## src/rtl/mdc_bin_if.sv

```systemverilog
// Handshake bundle for the binary GCD unit: operand channel in, result
// channel out, plus status. The source/sink side uses the master modport.
interface mdc_bin_if #(
    parameter int WIDTH = 8,
    parameter int CYC_W = 8
);
    logic             in_valid_i;
    logic             in_ready_o;
    logic [WIDTH-1:0] dtx_i;
    logic [WIDTH-1:0] dty_i;
    logic             out_valid_o;
    logic             out_ready_i;
    logic [WIDTH-1:0] dt_o;
    logic             zero_o;
    logic [CYC_W-1:0] cycles_o;
    logic             busy_o;

    modport master (
        output in_valid_i, dtx_i, dty_i, out_ready_i,
        input  in_ready_o, out_valid_o, dt_o, zero_o, cycles_o, busy_o
    );

    modport slave (
        input  in_valid_i, dtx_i, dty_i, out_ready_i,
        output in_ready_o, out_valid_o, dt_o, zero_o, cycles_o, busy_o
    );
endinterface

```

## src/rtl/mdc_bin.sv

```systemverilog
// Binary (Stein) GCD unit with valid/ready on operands and result.
// SHIFT strips common factors of two (counted in k), REDUCE walks a/b down
// to equality with halvings and halved differences, and the result is
// a << k. A saturating counter reports the SHIFT+REDUCE cycles per result.
module mdc_bin #(
    parameter int WIDTH = 8,
    parameter int CYC_W = 8
) (
    input  logic       clk_i,
    input  logic       rstn_i,
    mdc_bin_if.slave   bus
);
    // k never exceeds WIDTH-1 for a nonzero WIDTH-bit operand
    localparam int K_W = $clog2(WIDTH);

    typedef enum logic [1:0] {
        IDLE,
        SHIFT,
        REDUCE,
        DONE
    } state_t;

    state_t           state_q, state_d;
    logic [WIDTH-1:0] a_q, a_d;
    logic [WIDTH-1:0] b_q, b_d;
    logic [K_W-1:0]   k_q, k_d;
    logic [CYC_W-1:0] count_q, count_d;
    logic [WIDTH-1:0] dt_q, dt_d;
    logic             zero_q, zero_d;
    logic [CYC_W-1:0] cycles_q, cycles_d;
    logic [CYC_W-1:0] count_inc;

    // Saturating increment of the per-operation cycle counter
    assign count_inc = (count_q == {CYC_W{1'b1}}) ? count_q : count_q + CYC_W'(1);

    // Next-state and datapath decisions for one Stein step per cycle
    always_comb begin
        // NOTE: every target gets a hold default first so no path leaves a latch.
        state_d  = state_q;
        a_d      = a_q;
        b_d      = b_q;
        k_d      = k_q;
        count_d  = count_q;
        dt_d     = dt_q;
        zero_d   = zero_q;
        cycles_d = cycles_q;

        case (state_q)
            IDLE: begin
                if (bus.in_valid_i) begin
                    a_d     = bus.dtx_i;
                    b_d     = bus.dty_i;
                    k_d     = '0;
                    count_d = '0;
                    if (bus.dtx_i == '0 || bus.dty_i == '0) begin
                        // gcd(0, y) = y; both zero yields 0
                        dt_d     = bus.dtx_i | bus.dty_i;
                        zero_d   = 1'b1;
                        cycles_d = '0;
                        state_d  = DONE;
                    end else begin
                        zero_d  = 1'b0;
                        state_d = SHIFT;
                    end
                end
            end

            SHIFT: begin
                count_d = count_inc;
                if (!a_q[0] && !b_q[0]) begin
                    a_d = a_q >> 1;
                    b_d = b_q >> 1;
                    k_d = k_q + K_W'(1);
                end else begin
                    state_d = REDUCE;
                end
            end

            REDUCE: begin
                count_d = count_inc;
                if (a_q == b_q) begin
                    // Result never exceeds the operands, so the shift cannot overflow
                    dt_d     = a_q << k_q;
                    cycles_d = count_inc;
                    state_d  = DONE;
                end else if (!a_q[0]) begin
                    a_d = a_q >> 1;
                end else if (!b_q[0]) begin
                    b_d = b_q >> 1;
                end else if (a_q > b_q) begin
                    // Both odd here, so the difference is even and halving is exact
                    a_d = (a_q - b_q) >> 1;
                end else begin
                    b_d = (b_q - a_q) >> 1;
                end
            end

            DONE: begin
                if (bus.out_ready_i) begin
                    state_d = IDLE;
                end
            end

            default: state_d = IDLE;
        endcase
    end

    // State and datapath registers; reset abandons any operation in flight
    always_ff @(posedge clk_i or negedge rstn_i) begin
        if (!rstn_i) begin
            state_q  <= IDLE;
            a_q      <= '0;
            b_q      <= '0;
            k_q      <= '0;
            count_q  <= '0;
            dt_q     <= '0;
            zero_q   <= 1'b0;
            cycles_q <= '0;
        end else begin
            // NOTE: non-blocking so every register samples the pre-edge values.
            state_q  <= state_d;
            a_q      <= a_d;
            b_q      <= b_d;
            k_q      <= k_d;
            count_q  <= count_d;
            dt_q     <= dt_d;
            zero_q   <= zero_d;
            cycles_q <= cycles_d;
        end
    end

    assign bus.in_ready_o  = (state_q == IDLE);
    assign bus.out_valid_o = (state_q == DONE);
    assign bus.busy_o      = (state_q != IDLE);
    assign bus.dt_o        = dt_q;
    assign bus.zero_o      = zero_q;
    assign bus.cycles_o    = cycles_q;
endmodule

```

## src/flat_wrapper.sv

```systemverilog
// flat-port wrapper written by rule: the top's interface ports become plain ports
module mdc_bin_flat 
#(
    parameter int WIDTH = 8,
    parameter int CYC_W = 8
)
  (clk_i, rstn_i, bus_in_valid_i, bus_dtx_i, bus_dty_i, bus_out_ready_i, bus_in_ready_o, bus_out_valid_o, bus_dt_o, bus_zero_o, bus_cycles_o, bus_busy_o);
  mdc_bin_if #(.WIDTH(WIDTH), .CYC_W(CYC_W)) bus_i ();
  input  logic clk_i;
  input  logic rstn_i;
  input wire logic [$bits(bus_i.in_valid_i)-1:0] bus_in_valid_i;
  input wire logic [$bits(bus_i.dtx_i)-1:0] bus_dtx_i;
  input wire logic [$bits(bus_i.dty_i)-1:0] bus_dty_i;
  input wire logic [$bits(bus_i.out_ready_i)-1:0] bus_out_ready_i;
  output wire logic [$bits(bus_i.in_ready_o)-1:0] bus_in_ready_o;
  output wire logic [$bits(bus_i.out_valid_o)-1:0] bus_out_valid_o;
  output wire logic [$bits(bus_i.dt_o)-1:0] bus_dt_o;
  output wire logic [$bits(bus_i.zero_o)-1:0] bus_zero_o;
  output wire logic [$bits(bus_i.cycles_o)-1:0] bus_cycles_o;
  output wire logic [$bits(bus_i.busy_o)-1:0] bus_busy_o;
  assign bus_i.in_valid_i = bus_in_valid_i;
  assign bus_i.dtx_i = bus_dtx_i;
  assign bus_i.dty_i = bus_dty_i;
  assign bus_i.out_ready_i = bus_out_ready_i;
  assign bus_in_ready_o = bus_i.in_ready_o;
  assign bus_out_valid_o = bus_i.out_valid_o;
  assign bus_dt_o = bus_i.dt_o;
  assign bus_zero_o = bus_i.zero_o;
  assign bus_cycles_o = bus_i.cycles_o;
  assign bus_busy_o = bus_i.busy_o;
  mdc_bin #(.WIDTH(WIDTH), .CYC_W(CYC_W)) u_core (.clk_i(clk_i), .rstn_i(rstn_i), .bus(bus_i));
endmodule
```

## config.mk

```make
export PLATFORM = sky130hd
export DESIGN_NAME = mdc_bin_flat
export DESIGN_NICKNAME = d
export VERILOG_FILES = /design/src/rtl/mdc_bin_if.sv /design/src/rtl/mdc_bin.sv /design/src/flat_wrapper.sv
export SDC_FILE = /design/constraint.sdc
export NUM_CORES = 1
export LEC_CHECK = 0
export ABC_AREA = 0
export CAP_MARGIN = 0
export CORE_MARGIN = 2
export CORE_UTILIZATION = 49
export DETAILED_ROUTE_END_ITERATION = 8
export PLACE_DENSITY = 0.74
export SLEW_MARGIN = 5
export SYNTH_ARGS = -nofsm -noshare
export SYNTH_HDL_FRONTEND = slang
export SYNTH_SLANG_ARGS = --single-unit
```

## constraint.sdc

```tcl
create_clock -name clk_i -period 2.7 [get_ports clk_i]
set_input_delay 0.54 -clock clk_i [delete_from_list [all_inputs] [get_ports clk_i]]
set_output_delay 0.54 -clock clk_i [all_outputs]
set_load 0.005 [all_outputs]
```

Word level (Yosys, flattened, before mapping)
Index checks and enable logic that the tools add are counted.
W data, S select, Z words.
- register bits: 46
- input port bits: 20
- output and inout bits: 20
- logic and storage cells: 90
- $add $sub $neg: 4
- magnitude comparators: 1
- eq/ne operators: 16
- shifts and indexed selects: 1
- mux-type cells: 35
- bitwise gates (word level): 1
- reductions and logical operators: 22
- operators with widths (kind ; number):
    $mux W8 ; 20
    $pmux W8 S2 ; 3
    $pmux W8 S3 ; 2
    $logic_not A8 Y1 ; 2
    $sub A8 B8 Y8 ; 2
    $reduce_and A4 Y1 ; 3
    $reduce_and A6 Y1 ; 2
    $mux W2 ; 5
    $ne A3 B3 Y1 const B ; 3
    $add A8 B1 Y8 const B ; 1
    $eq A8 B8 Y1 ; 1
    $eq A8 B8 Y1 const B ; 1
    $gt A8 B8 Y1 ; 1
    $ne A2 B1 Y1 const B ; 4
    $ne A2 B2 Y1 const B ; 4
    $or A8 B8 Y8 ; 1
    $pmux W2 S4 ; 1
    $reduce_bool A2 Y1 ; 4
    $shl A8 B3 Y8 ; 1
    $mux W3 ; 2
    $pmux W3 S2 ; 1
    $reduce_and A5 Y1 ; 1
    $eq A2 B2 Y1 const B ; 2
    $reduce_and A2 Y1 ; 2
    10 further kinds ; 11

Depth between registers and ports, before layout
- word-level depth: 6
- mapped depth: 11
- gate-level depth less buffers: 9

Least setup slack after synthesis
No wires, ideal clock.
- kind: flip-flop to flip-flop
- start: register u_core.a_q[0]
- end: register u_core.a_q[5]
- library setup time: 0.095 ns
- arrival: 2.416 ns
- required time: 2.605 ns
- path slack: 0.189 ns
- cell stages (with the launch flop): 11
- buffers on the path: 2
- clock period less this slack: 2.511 ns
- cell sequence: dfrtp_1 > clkbuf_1 > inv_1 > ha_1 > fa_1 > nand2b_1 > a21oi_2 > o211ai_2 > a31o_4 > buf_6 > o31ai_1
- word-level cells in the longest chain between the ends: 6
- elaborated cells on any way between the ends: 15
- classes of those cells: 1 x add/sub; 1 x order compare; 5 x eq/ne; 5 x mux; 3 x reduce/logical
- RTL lines (element ; RTL line ; RTL):
    start: declaration ; mdc_bin.sv:24 ; logic [WIDTH-1:0] a_q, a_d;
    start signal: assignment ; mdc_bin.sv:112 ; a_q <= '0;
    start signal: assignment ; mdc_bin.sv:122 ; a_q <= a_d;
    $sub A8 B8 Y8 ; mdc_bin.sv:92 ; a_d = (a_q - b_q) >> 1;
    $mux W8 ; mdc_bin.sv:90 ; end else if (a_q > b_q) begin
    $mux W8 ; mdc_bin.sv:88 ; end else if (!b_q[0]) begin
    $mux W8 ; mdc_bin.sv:86 ; end else if (!a_q[0]) begin
    $mux W8 ; mdc_bin.sv:81 ; if (a_q == b_q) begin
    $pmux W8 S3 ; mdc_bin.sv:48 ; case (state_q)
Parallel ways exist; a longest one is shown, timed or not. The select of a mux whose other input is x is not followed.
A chain may end at the register's enable or synchronous reset.

Worst setup path in the final report
- start: register u_core.b_q[0]
- end: register u_core.a_q[1]
- word-level cells in the longest chain between the ends: 6
- elaborated cells on any way between the ends: 15
- classes of those cells: 1 x add/sub; 1 x order compare; 5 x eq/ne; 5 x mux; 3 x reduce/logical
- RTL lines (element ; RTL line ; RTL):
    start: declaration ; mdc_bin.sv:25 ; logic [WIDTH-1:0] b_q, b_d;
    start signal: assignment ; mdc_bin.sv:113 ; b_q <= '0;
    start signal: assignment ; mdc_bin.sv:123 ; b_q <= b_d;
    $sub A8 B8 Y8 ; mdc_bin.sv:92 ;
    $mux W8 ; mdc_bin.sv:90 ;
    $mux W8 ; mdc_bin.sv:88 ;
    $mux W8 ; mdc_bin.sv:86 ;
    $mux W8 ; mdc_bin.sv:81 ;
    $pmux W8 S3 ; mdc_bin.sv:48 ;
Parallel ways exist; a longest one is shown, timed or not. The select of a mux whose other input is x is not followed.

==> flow_summary.yaml <==
finish:
  layout-drive-gt1-share_pct: 9.17
  final_util_pct: 58.5
  area_growth_syn_to_layout_pct: 17.2
  mostFrequentLayoutCell: "nand2_1"
  final_nets: 512
  mostFrequentLayoutCells: "56 x nand2_1, 46 x dfrtp_1, 38 x o21ai_0, 38 x clkdlybuf4s50_1, 30 x nor2_1"
  antenna_cells: 0
timing:
  setup_tns_ps: 0
  min_period_ps: 2520
  setup_viol: 0
  fmax_mhz: 397
  tightest_slew_ps: 691
  drv_slew: 0
  slew_headroom_pct: 53.7
  clock_skew_ps: 11.7
  whs_ps: 143
  period_share_pct: 93.2
  setup_ws_ps: 183
  finalHoldViolations: 0
  rsz0062_at_grt: "no"
critical_path:
  crit_chain: "ha_1, fa_1, nand2b_1, a21oi_4, o211ai_2, nor3_4, a221oi_1, o31ai_1"
  critPathLaunchType: "flip-flop"
  critPathRequiredTime_ps: 2920
  crit_family: "compound AO/OA/AOI/OAI gates"
  critPathMaxStageDelay_ps: 470
  timing.critical_path.from: "u_core.b_q[0]"
  path_max_fanout: 6
  cp_slowest_cell: "dfrtp_1"
  crit_arrival_ps: 2730
  path_depth: 8
  end_kind: "flip-flop"
  worstSetupPathType: "flip-flop to flip-flop"
  reg2reg_from: "u_core.b_q[0]"
  rr_worst_depth: 8
  path_buf_inv: 0
global_route:
  grt_usage_pct: 25.3
  grt_pass1_wl_um: 15700
  gr-total-overflow: 0
  antenna_found_initial: 0
  grt_max_degree: 33
  grt_pass1_vias: 3178
detailed_routing:
  post-route-drc-count: 0
  dr.pass1.iters: 6
  wire_per_inst_um: 17.3
  drt_wl_total_um: 9810
  vias: 3439
  postRouteAntennaNets: 0
  first_iter_violations: 215
  via_per_inst: 6.05
cts:
  clock-sinks: 46
  path_clk_slew_ps: 100
  cts_tree: "yes"
  postCtsSetupRepairBufs: 0
  cts_htree_levels: 2
  numCtsBuffers: 5
  cts_hold_buf: 0
  cts_root_buffer: "clkbuf_8"
  cts_buffer_depth: 2
  clk_latency_ps: 300
outcome:
  outcome: "finished, final reports clean"
floorplan:
  core_um2: 7180
  rows: 31
  die_h_um: 89.5
  die_x_um: 89.5
  dieArea_um2: 8010
  initial_core_util_pct: 49.9
  io_pins: 40
placement:
  place_worst_setup_slack_ps: 62.6
  dp.final_hpwl_um: 7450
  place_congestion: 0.950
  port_buffers: 39
yosys:
  synth.yosys.seq_area_share_pct: 32.1
  yosys_warnings: 0
  syn_area_per_cell_um2: 8.33
  synthDistinctLibCells: 58
  synth_flop_cell: "dfrtp_1"
  synth_area_leaders: "dfrtp_1 32%, ha_1 7.7%, nand2_1 5.9%"
  syn_area_um2: 3580
  syn_nets: 474
  syn_inst: 430
  synth_area_leader_cell: "dfrtp_1"
  synth_async_sr_flop_share_pct: 100
  ys_ff_latch: 46
  yosysTopAreaCellShare_pct: 32.1
  synth_edf_count: 0
power:
  power_frac_comb_pct: 70.9
  p_switching_mw: 2.97
  power.internal_mw: 2.92
  sw_frac_of_total_pct: 50.4
  p_leak_nw: 1.79
  seqPwrFrac_pct: 21.3
  clkPwrFrac_pct: 7.8
  power.density_cell_area_nw_per_um2: 1400
  max-vdd-ir-drop_v: 0.000570
flow_run:
  maxCapViolations: 0
worst_hold_path:
  hold_path.class: "input pin to async pin"
registers in the layout, indices dropped and copies added, names as in the netlist:
register	flops
u_core.a_q	8
u_core.state_q	2
u_core.bus.cycles_o	8
u_core.b_q	8
u_core.bus.zero_o	1
u_core.k_q	3
u_core.count_q	8
u_core.bus.dt_o	8
area by class of cell:
class	count	area, um^2
inverter	25	93.8
multi-input combinational	334	2220
tap	99	124
clock inverter	2	12.5
fill	645	2980
sequential	46	1150
timing repair buffer	56	513
clock buffer	6	82.6
worst paths after layout:
path,end,slack [ps]
setup / recovery,u_core.a_q[1],180
hold / removal,u_core.b_q[6],140
setup reg to reg,u_core.a_q[1],180
hold reg to reg,u_core.bus.cycles_o[1],480
max in group asynchronous,u_core.bus.cycles_o[2],1930
min in group clk_i,u_core.bus.cycles_o[1],480
power groups by stage:
stage / clock, mW / combinational [mW] / sequential [mW]
final: 0.461 / 4.18 / 1.26
after global routing: 0.491 / 4.63 / 1.29
after CTS: 0.470 / 4.11 / 1.25
after detailed placement: 0 / 4.08 / 1.26
after global placement: 0 / 4.00 / 1.25
after floorplan: 0 / 3.07 / 1.20
what timing repair did:
action,4_1_cts,5_1_grt
resized for setup,0,2
endpoints found under the hold margin,0,0
endpoints found under the setup margin,0,13
synth_stat cells, drive strengths merged (3+ instances only):
master  number
nand4        3
o21a         4
a221oi      11
nand2       56
dfrtp       46
and2         4
o21ai       40
nor3        13
a211oi      10
o211ai       4
nand3b       3
a31oi        6
inv         23
a21boi       3
and3         6
a21oi       25
xnor2        8
ha          22
nor2        30
clkbuf      14
o31ai       21
nor4         4
a21o        13
o22ai        3
nand3       10
mux2i        4
or3          3
buf         11
nand2b       5
logic make-up (layout without fill, tap and decap cells):
kind of cell | after synthesis | count (layout) | synth area share [%]
flip-flops | 46 | 46 | 32.1
adder cells (fa/ha/maj) | 24 | 24 | 8.80
multiplexers | 7 | 7 | 2.69
AO/OA/AOI/OAI | 150 | 150 | 28.7
buffers and inverters | 50 | 89 | 6.25
AND/OR/NAND/NOR | 143 | 143 | 18.9
XOR/XNOR | 10 | 10 | 2.45
per-layer routing:
metal / vias up / track usage [%] / wire length [um]
met1: 1612 / 33.8 / 4350
li1: 1644 / - / -
met5: - / 0 / 0
met4: 0 / 10.0 / 363
met3: 29 / 4.34 / 629
met2: 154 / 40.8 / 4470
stage by stage:
stage / cell area (um^2) / power, mW / std cells
2_1_floorplan: 3580 / 4.27 / 430
5_1_grt: 4200 / 6.42 / 568
3_3_place_gp: 4090 / 5.25 / 560
6_report: 4200 / 5.89 / 568
3_5_place_dp: 4090 / 5.35 / 560
4_1_cts: 4180 / 5.83 / 568
Power figures use the tool's default switching activity.
